File: src/rtl/countdown_pkg.sv
// Types and constants shared by the countdown preset controller, counter and display blocks.
// BCD digits are 4 bits wide; the units digit always runs 0..9.
package countdown_pkg;

  typedef enum logic [2:0] {SET_H, SET_L, LOAD, RUN, PAUSE} state_t;

  typedef logic [3:0] bcd_t;

  localparam bcd_t BCD_MAX_L = 4'd9;

  // Using >= keeps an out-of-range digit from running on past max.
  function automatic bcd_t bcd_inc(input bcd_t d, input bcd_t max);
    return (d >= max) ? 4'd0 : d + 4'd1;
  endfunction

endpackage

File: src/rtl/btn_debounce.sv
// Push-button conditioner: 2-FF synchronizer, stability counter and a one-cycle press pulse.
// A new level is accepted after DB_LIMIT consecutive samples that differ from the current one.
module btn_debounce #(
  parameter int DB_LIMIT = 1_000_000,
  parameter int DB_CNT_W = 20
) (
  input  logic clock,
  input  logic reset,
  input  logic raw,
  output logic pulse
);

  localparam logic [DB_CNT_W-1:0] CNT_TOP = DB_CNT_W'(DB_LIMIT - 1);

  logic                sync_a;
  logic                sync_b;
  logic                level;
  logic [DB_CNT_W-1:0] cnt;

  always_ff @(posedge clock) begin
    if (reset) begin
      sync_a <= 1'b0;
      sync_b <= 1'b0;
      level  <= 1'b0;
      cnt    <= '0;
      pulse  <= 1'b0;
    end else begin
      sync_a <= raw;
      sync_b <= sync_a;
      pulse  <= 1'b0;
      if (sync_b == level) begin
        cnt <= '0;
      end else if (cnt == CNT_TOP) begin
        level <= sync_b;
        cnt   <= '0;
        // Only the press edge is reported; releases are accepted silently.
        pulse <= sync_b;
      end else begin
        cnt <= cnt + DB_CNT_W'(1);
      end
    end
  end

endmodule

File: src/rtl/countdown_preset_ctrl.sv
// Operator front end of the countdown: debounced buttons edit a BCD preset and drive the
// counter's load/run controls; the counter's done flag returns the FSM to editing.
//
//   state | meaning
//   SET_H | editing tens digit
//   SET_L | editing units digit
//   LOAD  | one-cycle load pulse to the counter
//   RUN   | counter enabled
//   PAUSE | counter held, resume or abort
module countdown_preset_ctrl
  import countdown_pkg::*;
#(
  parameter int   DB_LIMIT  = 1_000_000,
  parameter int   DB_CNT_W  = 20,
  parameter bcd_t MAX_H     = 4'd5,
  parameter bcd_t DEFAULT_H = 4'd5,
  parameter bcd_t DEFAULT_L = 4'd9
) (
  input  logic clock,
  input  logic reset,
  input  logic btn_mode,
  input  logic btn_inc,
  input  logic btn_start,
  input  logic done,
  output bcd_t preset_h,
  output bcd_t preset_l,
  output logic load,
  output logic run,
  output logic edit_h,
  output logic edit_l
);

  logic   mode_p;
  logic   inc_p;
  logic   start_p;
  logic   done_q;
  logic   done_rise;
  logic   preset_zero;
  state_t state;
  state_t state_nx;
  bcd_t   h_nx;
  bcd_t   l_nx;

  btn_debounce #(.DB_LIMIT(DB_LIMIT), .DB_CNT_W(DB_CNT_W)) u_db_mode (
    .clock(clock), .reset(reset), .raw(btn_mode), .pulse(mode_p)
  );

  btn_debounce #(.DB_LIMIT(DB_LIMIT), .DB_CNT_W(DB_CNT_W)) u_db_inc (
    .clock(clock), .reset(reset), .raw(btn_inc), .pulse(inc_p)
  );

  btn_debounce #(.DB_LIMIT(DB_LIMIT), .DB_CNT_W(DB_CNT_W)) u_db_start (
    .clock(clock), .reset(reset), .raw(btn_start), .pulse(start_p)
  );

  // done may be a level; only its first high cycle counts as an event.
  always_ff @(posedge clock) begin
    if (reset) done_q <= 1'b0;
    else       done_q <= done;
  end

  assign done_rise   = done & ~done_q;
  assign preset_zero = (preset_h == 4'd0) && (preset_l == 4'd0);

  always_comb begin
    state_nx = state;
    h_nx     = preset_h;
    l_nx     = preset_l;
    case (state)
      SET_H: begin
        if (start_p) begin
          if (!preset_zero) state_nx = LOAD;
        end else if (mode_p) begin
          state_nx = SET_L;
        end else if (inc_p) begin
          h_nx = bcd_inc(preset_h, MAX_H);
        end
      end
      SET_L: begin
        if (start_p) begin
          if (!preset_zero) state_nx = LOAD;
        end else if (mode_p) begin
          state_nx = SET_H;
        end else if (inc_p) begin
          l_nx = bcd_inc(preset_l, BCD_MAX_L);
        end
      end
      LOAD: state_nx = RUN;
      RUN: begin
        if (done_rise)    state_nx = SET_H;
        else if (start_p) state_nx = PAUSE;
      end
      PAUSE: begin
        if (done_rise)    state_nx = SET_H;
        else if (start_p) state_nx = RUN;
        else if (mode_p)  state_nx = SET_H;
      end
      default: state_nx = SET_H;
    endcase
  end

  // Outputs are registered from the next state so they line up with the state register.
  always_ff @(posedge clock) begin
    if (reset) begin
      state    <= SET_H;
      preset_h <= DEFAULT_H;
      preset_l <= DEFAULT_L;
      load     <= 1'b0;
      run      <= 1'b0;
      edit_h   <= 1'b1;
      edit_l   <= 1'b0;
    end else begin
      state    <= state_nx;
      preset_h <= h_nx;
      preset_l <= l_nx;
      load     <= (state_nx == LOAD);
      run      <= (state_nx == RUN);
      edit_h   <= (state_nx == SET_H);
      edit_l   <= (state_nx == SET_L);
    end
  end

endmodule

File: config.mk
export PLATFORM = sky130hd
export DESIGN_NAME = countdown_preset_ctrl
export DESIGN_NICKNAME = d
export VERILOG_FILES = /design/src/rtl/countdown_pkg.sv /design/src/rtl/btn_debounce.sv /design/src/rtl/countdown_preset_ctrl.sv
export SDC_FILE = /design/constraint.sdc
export NUM_CORES = 1
export LEC_CHECK = 0
export CORE_ASPECT_RATIO = 0.5
export CORE_MARGIN = 2
export CORE_UTILIZATION = 45
export DETAILED_ROUTE_END_ITERATION = 7
export PLACE_DENSITY = 0.73
export SYNTH_ARGS = -nofsm -noshare
export SYNTH_HDL_FRONTEND = slang
export SYNTH_SLANG_ARGS = --single-unit
File: constraint.sdc
create_clock -name clock -period 2.7 [get_ports clock]
set_input_delay 0.54 -clock clock [delete_from_list [all_inputs] [get_ports clock]]
set_output_delay 0.54 -clock clock [all_outputs]
set_load 0.03 [all_outputs]
# Word level (Yosys, flattened, before mapping)
# Cells that the tools add are included.
[word_totals]
wordCells = 81
out_inout_bits = 12
input_bits = 6
reg_bits = 88
[op_classes]
n_reduce_logical = 16
bitwise_logic = 10
eq_ne = 13
mux = 12
add_sub_neg = 5
n_lt_le_gt_ge = 2
[op_table]
columns = ["op", "n"]
rows = [
  ["20-bit by 1-bit adder with 20-bit output, second input constant", 3],
  ["20-bit equality test, second input constant", 3],
  ["3-bit two-way mux", 9],
  ["3-bit OR reduction", 6],
  ["3-bit case mux with 5 select lines", 1],
  ["3-bit by 2-bit equality test with 1-bit output, second input constant", 4],
  ["1-bit inverter", 9],
  ["4-bit by 1-bit adder with 4-bit output, second input constant", 2],
  ["4-bit logical NOT", 2],
  ["4-bit two-way mux", 2],
  ["4-bit AND reduction", 2],
  ["3-bit by 1-bit equality test with 1-bit output, second input constant", 2],
  ["3-bit logical NOT", 2],
  ["2-bit AND reduction", 3],
  ["4-bit by 3-bit greater-or-equal comparator with 1-bit output, second input constant", 1],
  ["4-bit greater-or-equal comparator, second input constant", 1],
  ["1-bit equality test", 3],
  ["3-bit equality test, second input constant", 1],
  ["1-bit bitwise AND", 1],
  ["1-bit logical AND", 1],
]

# Logic depth before layout (Yosys ltp)
# Gate-level depths: netlist of the first run.
[logic_depth]
word_depth = 6
mapped_depth = 6
mapped_depth_nobuf = 6

# Modules after synthesis
# From an unflattened synthesis of the first run, not the netlist that was laid out.
[hier_totals]
hier_cells = 465
hier_area_um2 = 4113.9
[modules_own_cells]
columns = ["mod", "seq_area_each_um2", "instances", "area_per_inst_um2", "cells_per_inst"]
rows = [
  ["btn_debounce", 480.5, 3, 1078.5, 124],
  ["countdown_preset_ctrl", 320.3, 1, 878.3, 93],
]

# Worst setup path after synthesis of the first run
# Ideal clock, no wire load.
[synth_timing]
path_kind = "register to register"
startpoint = "reg preset_l[1]"
endpoint = "reg preset_l[2]"
t_arrival_ns = 1.869
setup_ns = 0.070
n_path_buf = 0
stages_incl_launch_ff = 7
t_required_ns = 2.630
synth_period_minus_slack_ns = 1.939
setup_slack_ns = 0.761
cell_sequence = "dfxtp_1 -> inv_1 -> ha_1 -> or3b_2 -> a211oi_1 -> nand3b_1 -> a21oi_1"
[synth_via]
elab_chain_cells = 2
word_cells_on_any_way = 3
classes_between = "1 x add/sub; 1 x order compare; 1 x mux"
[synth_rtl]
columns = ["item", "line_no", "source"]
rows = [
  ["start, declared", "countdown_preset_ctrl.sv:26", "output bcd_t preset_l,"],
  ["start signal, assigned", "countdown_preset_ctrl.sv:115", "preset_l <= l_nx;"],
  ["4-bit by 1-bit adder with 4-bit output / 4-bit greater-or-equal comparator (equally long branches)", "countdown_pkg.sv:13", "return (d >= max) ? 4'd0 : d + 4'd1;"],
  ["4-bit two-way mux (*)", "countdown_pkg.sv:13", ""],
]
# Every way passes the cells marked *; elsewhere a longest branch is shown, timed or not.
# A chain may end at the register's enable or synchronous reset.

# Worst setup path after layout of the first run
[layout_timing]
startpoint = "reg u_db_start.cnt[8]"
endpoint = "reg u_db_start.cnt[9]"
[layout_via]
elab_chain_cells = 2
word_cells_on_any_way = 3
classes_between = "1 x add/sub; 1 x eq/ne; 1 x reduce/logical"
[layout_rtl]
columns = ["item", "line_no", "source"]
rows = [
  ["start, declared", "btn_debounce.sv:18", "logic [DB_CNT_W-1:0] cnt;"],
  ["start signal, assigned", "btn_debounce.sv:39", "cnt <= cnt + DB_CNT_W'(1);"],
  ["branches (longest 2 deep; another with 20-bit by 1-bit adder with 20-bit output)", "--", ""],
]
# Several ways; the timed one is not identified.

==> impl_metrics.csv, run 1 <==
group,metric,value,unit
timing,max-slew-margin-rel,0.621,
run,cap_violations,0,
worst_setup_path,cp.arrival,2.26,ns
logic_synthesis,synth_most_common_cell,"dfxtp_1",
routing,drtIter0Drc,278,
worst_setup_path,crit_required,2.90,ns
timing,max_freq,486,MHz
pwr,clkPwrFrac,0.495,
timing,fin_setup_tns,0,ns
routing,viasPerCell,5.46,
placement,gp_congestion,0.795,
logic_synthesis,synth_cells,456,
pwr,power_frac_seq,0.492,
floorplan,fp.dieH,70.9,um
hold_path,whs_path_depth,1,
timing,setup_violations,0,
clock_network,cts_max_level,3,
floorplan,rows,24,
routing,first_pass_iters,5,
logic_synthesis,yosys-top-cells-area,"dfxtp_1, nor2_1, xor2_1",
timing,hold_viol,0,
run_status,status,"complete, no violations",
pwr,p_int,2.15,mW
clock_network,numCtsBuffers,9,
logic_synthesis,ys_async_sr_fraction,0,
pwr,power_leakage,1.45,nW
logic_synthesis,synth_edf_count,0,
clock_network,cts_sinks,88,
cells_and_area,syn2layout_area_growth,15.2,%
floorplan,die-area,9770,sq um
floorplan,pin_count,18,
timing,finalClockSkew,0.00363,ns
pwr,p_switching,506,uW
floorplan,start_util,0.463,
pwr,cellPowerDensity,573,nW/um^2
cells_and_area,layout-drive-gt1-share,0.0603,
routing,drc,0,
logic_synthesis,synth_ff_type,"dfxtp_1",
clock_network,clockRootBuffer,"clkbuf_16",
logic_synthesis,yosysTopAreaCell,"dfxtp_1",
pwr,p_comb_frac,0.014,
logic_synthesis,yosys_warnings,0,
timing,finalMaxSlewViolations,0,
worst_setup_path,worstRegToRegCells,4,
logic_synthesis,syn_avg_cell_area,8.84,sq um
pwr,p_sw_frac,0.190,
worst_setup_path,worst-setup-path-type,"register to register",
logic_synthesis,ys_seq_elements,88,
timing,rsz0062_at_grt,"no",
placement,port-buffer-count,17,
logic_synthesis,netlist_area,4030,sq um
clock_network,post_cts_resized,0,
clock_network,cts_max_path_buffers,2,
routing,wl_per_cell,12.7,um
routing,antenna_left,0,
grt,grt_max_degree,23,
timing,layout_worst_path_cycle_share,0.762,
logic_synthesis,synth_top_area_frac,0.437,
cells_and_area,nNetsFinal,493,
clock_network,post_cts_buffers,0,
clock_network,cts_tree,"built",
grt,track_usage,0.169,
worst_setup_path,cp_max_fo,19,
grt,antenna_found_initial,0,
worst_setup_path,worst_setup_path_start_kind,"register",
worst_setup_path,critPathCaptureType,"register",
clock_network,hold_buffers,0,
pwr,finalPower,2.66,mW
routing,routed_wl,7600,um
grt,grt_pass1_vias,2962,
hold_path,hp-class,"register to register",
logic_synthesis,synth_cell_types,52,
timing,period_minus_slack,2.06,ns
logic_synthesis,yosysSeqAreaShare,0.437,
cells_and_area,antennaDiodeCount,0,
logic_synthesis,synth_common_cells,"dfxtp_1, nor2_1, a21oi_1",
routing,vias,3264,
floorplan,core_area,8710,sq um
floorplan,die_width,138,um
timing,tightest_slew,0.562,ns
grt,grt_pass1_wl,13300,um
pwr,peakVddDrop,234,uV
clock_network,clk_pin_slew,0.06,ns
placement,hpwl,5320,um
clock_network,insertion_delay,0.33,ns
logic_synthesis,synthesis.nets,473,
grt,grt_overflow,0,
-- power groups by stage --
| stage | clock [mW] | combinational [mW] | sequential [mW] |
|---|---|---|---|
| global placement | 0 | 0.0355 | 1.34 |
| CTS | 1.36 | 0.0364 | 1.31 |
| finish | 1.32 | 0.0362 | 1.31 |
| detailed placement | 0 | 0.0363 | 1.34 |
| floorplan | 0 | 0.0217 | 1.34 |
| global route | 1.41 | 0.0396 | 1.31 |
-- cell usage in the layout (no fill, tap or decap), types with 8 or more instances in the layout --
cell type        netlist  layout
nor2b_1               10      10
or4_1                  9       9
nand4_1               20      20
inv_1                 12      12
o21ai_0               18      18
nor4_1                10      10
nor2_1                57      57
xor2_1                19      19
clkdlybuf4s50_1        0      17
nand2_1               21      21
nand3_1               25      25
or3_1                 18      18
and3_1                 8       8
dfxtp_1               88      88
a21oi_1               29      29
ha_1                  11      11
xnor2_1               18      18
clkbuf_16              0       9
-- sequential cells by signal, summed over array words and instances, names as in the netlist, 3 cells and up --
register	cells
preset_h	4
u_db_inc.cnt	20
u_db_mode.cnt	20
preset_l	4
u_db_start.cnt	20
state	3
-- layout make-up --
type,count,area [sq um]
inverters,12,45.0
multi-input cells,345,2170
flip-flops and latches,88,1760
clock inverters,5,80.1
fillers,799,4070
clock buffers,11,243
well taps,117,146
repair buffers,20,193
-- logic make-up after synthesis --
group           Yosys count  share of synthesized area
buf+inv                  23                     0.0239
simple gates            221                      0.306
compound gates           74                      0.113
fa+ha+maj                11                     0.0342
flops                    88                      0.437
mux                       2                    0.00497
xor+xnor                 37                     0.0804
-- layer usage --
layer / share of wire / vias to the layer above / global-route usage
met5: 0 / - / 0
met4: 0.0061 / 0 / 0.0385
met3: 0.035 / 4 / 0.0616
met2: 0.44 / 47 / 0.255
met1: 0.52 / 1519 / 0.231
li1: - / 1694 / -
-- critical path: stages (launching register included) --
cell and delay [ns]:
dfxtp_1 0.36, or4b_4 0.53, or4_4 0.51, o21ai_4 0.42
nor2_1 0.11
-- worst paths after layout --
path	start	end	slack, ns
worst max-delay path	u_db_start.cnt[8]	u_db_start.cnt[9]	0.64
worst min-delay path	u_db_mode.cnt[0]	u_db_mode.cnt[0]	0.44
worst max register to register	u_db_start.cnt[8]	u_db_start.cnt[9]	0.64
worst min register to register	u_db_mode.cnt[0]	u_db_mode.cnt[0]	0.44
-- per-stage QoR --
stage               cells  setup WS [ns]  hold WS, ns  utilization  area, sq um
floorplan             456          0.761        0.413            -         4030
global placement      582          0.649        0.424        0.496         4320
detailed placement    582          0.642        0.433        0.496         4320
CTS                   598          0.636        0.442        0.533         4640
global route          598          0.520        0.454        0.533         4640
finish                598          0.644        0.440        0.533         4640
(Power assumes the default switching activity.)
==> inputs of run 2 (changes only) <==
Clock period 2.7 ns to 2 ns, I/O delays scaled along.
==> impl_metrics.csv, run 2 (synthesis gave the netlist of run 1 again) <==
group,metric,value,unit
run_status,status,"complete, no violations",
cells_and_area,syn2layout_area_growth,18.0,%
worst_setup_path,critPathSlowestCell,"clkdlybuf4s50_1",
cells_and_area,nNetsFinal,511,
grt,antenna_found_initial,0,
routing,first_pass_iters,5,
clock_network,post_cts_buffers,0,
clock_network,cts_max_path_buffers,2,
clock_network,numCtsBuffers,9,
clock_network,post_cts_resized,0,
grt,grt_pass1_vias,3045,
worst_setup_path,path_delay_family,"buffers and inverters",
routing,routed_wl,7930,um
clock_network,hold_buffers,0,
worst_setup_path,worst-setup-path-type,"register to primary output",
cells_and_area,stdcell_count,615,
routing,vias,3353,
timing,setup_violations,0,
cells_and_area,final_common_cell,"dfxtp_1",
floorplan,pin_count,18,
worst_setup_path,worst_setup_path_start_kind,"register",
floorplan,die_width,138,um
clock_network,cts_tree,"built",
pwr,cellPowerDensity,727,nW/um^2
hold_path,hp-class,"register to register",
cells_and_area,reg_top3,"u_db_inc.cnt: 20 flops, u_db_mode.cnt: 20 flops, u_db_start.cnt: 20 flops",
routing,wl_per_cell,12.9,um
worst_setup_path,critPathCaptureType,"primary output",
grt,grt_max_degree,19,
grt,grt_overflow,0,
clock_network,insertion_delay,0.34,ns
cells_and_area,antennaDiodeCount,0,
cells_and_area,layout-drive-gt1-share,0.0904,
timing,hold_viol,0,
floorplan,fp.dieH,70.9,um
floorplan,rows,24,
pwr,power_leakage,1.52,nW
pwr,peakVddDrop,465,uV
worst_setup_path,cp.arrival,1.50,ns
clock_network,clk_pin_slew,0.06,ns
floorplan,start_util,0.463,
clock_network,cts_sinks,88,
pwr,finalPower,3.46,mW
run,cap_violations,0,
grt,track_usage,0.179,
routing,antenna_left,0,
placement,gp_congestion,0.857,
clock_network,clockRootBuffer,"clkbuf_16",
placement,port-buffer-count,17,
timing,fin_setup_tns,0,ns
worst_setup_path,path_buf_inv,1,
routing,drc,0,
timing,period_minus_slack,1.90,ns
routing,viasPerCell,5.45,
cells_and_area,nFillCells,783,
routing,drtIter0Drc,273,
worst_setup_path,cp_max_fo,7,
worst_setup_path,crit_chain,"clkdlybuf4s50_1",
floorplan,core_area,8710,sq um
timing,finalMaxSlewViolations,0,
timing,finalClockSkew,0.00648,ns
timing,layout_worst_path_cycle_share,0.952,
worst_setup_path,crit_required,1.60,ns
placement,hpwl,5530,um
timing,rsz0062_at_grt,"no",
clock_network,cts_max_level,3,
timing,max-slew-margin-rel,0.608,
placement,dp_cells,600,
timing,max_freq,525,MHz
floorplan,die-area,9770,sq um
cells_and_area,final_cell_mix,"dfxtp_1, nor2_1, a21oi_1",
worst_setup_path,cpPeakStageDelay,0.72,ns
grt,grt_pass1_wl,13700,um
timing,tightest_slew,0.582,ns
[run 2: routing by layer]
layer	up-vias	wire length, um	GRT usage
met5	-	0	0
met4	0	97	0.0510
met3	11	320	0.0645
met2	47	3560	0.278
met1	1569	3950	0.236
li1	1726	-	-
[run 2: per-stage QoR]
stage / utilization / hold slack [ns] / area [sq um] / setup slack (ns)
floorplan: - / 0.413 / 4030 / 0.0606
global placement: 0.513 / 0.416 / 4470 / 0.145
detailed placement: 0.513 / 0.424 / 4470 / 0.120
CTS: 0.546 / 0.438 / 4750 / 0.0692
global route: 0.546 / 0.449 / 4750 / 0.00719
finish: 0.546 / 0.438 / 4750 / 0.0957
[run 2: cell type report]
class,count,area (sq um),area share
Multi-Input combinational cell,345,2170,0.457
Sequential cell,88,1760,0.371
Timing Repair Buffer,38,340,0.0716
Clock buffer,12,246,0.0518
Tap cell,117,146,0.0308
Inverter,12,45.0,0.00947
Clock inverter,3,42.5,0.00895
[run 2: final timing paths]
kind,to,slack (ns),cells past startpoint,from
max,preset_h[0],0.1,1,preset_h[0]
min,u_db_start.sync_b,0.44,1,u_db_start.sync_a
max reg2reg,u_db_start.cnt[14],0.1,5,u_db_start.cnt[11]
min reg2reg,u_db_start.sync_b,0.44,1,u_db_start.sync_a
[run 2: power by group]
| group | total (mW) | switching (mW) | internal [mW] | leakage [nW] |
|---|---|---|---|---|
| logic | 0.0570 | 0.0292 | 0.0278 | 0.675 |
| registers | 1.77 | 0.00398 | 1.76 | 0.710 |
| clock network | 1.64 | 0.643 | 0.993 | 0.139 |
==> inputs of run 3 (changes only) <==
Settings changed: CTS_CLUSTER_SIZE set to 28.
==> results of run 3 <==
No change in the layout: final DEF, timing and power equal those of run 2.
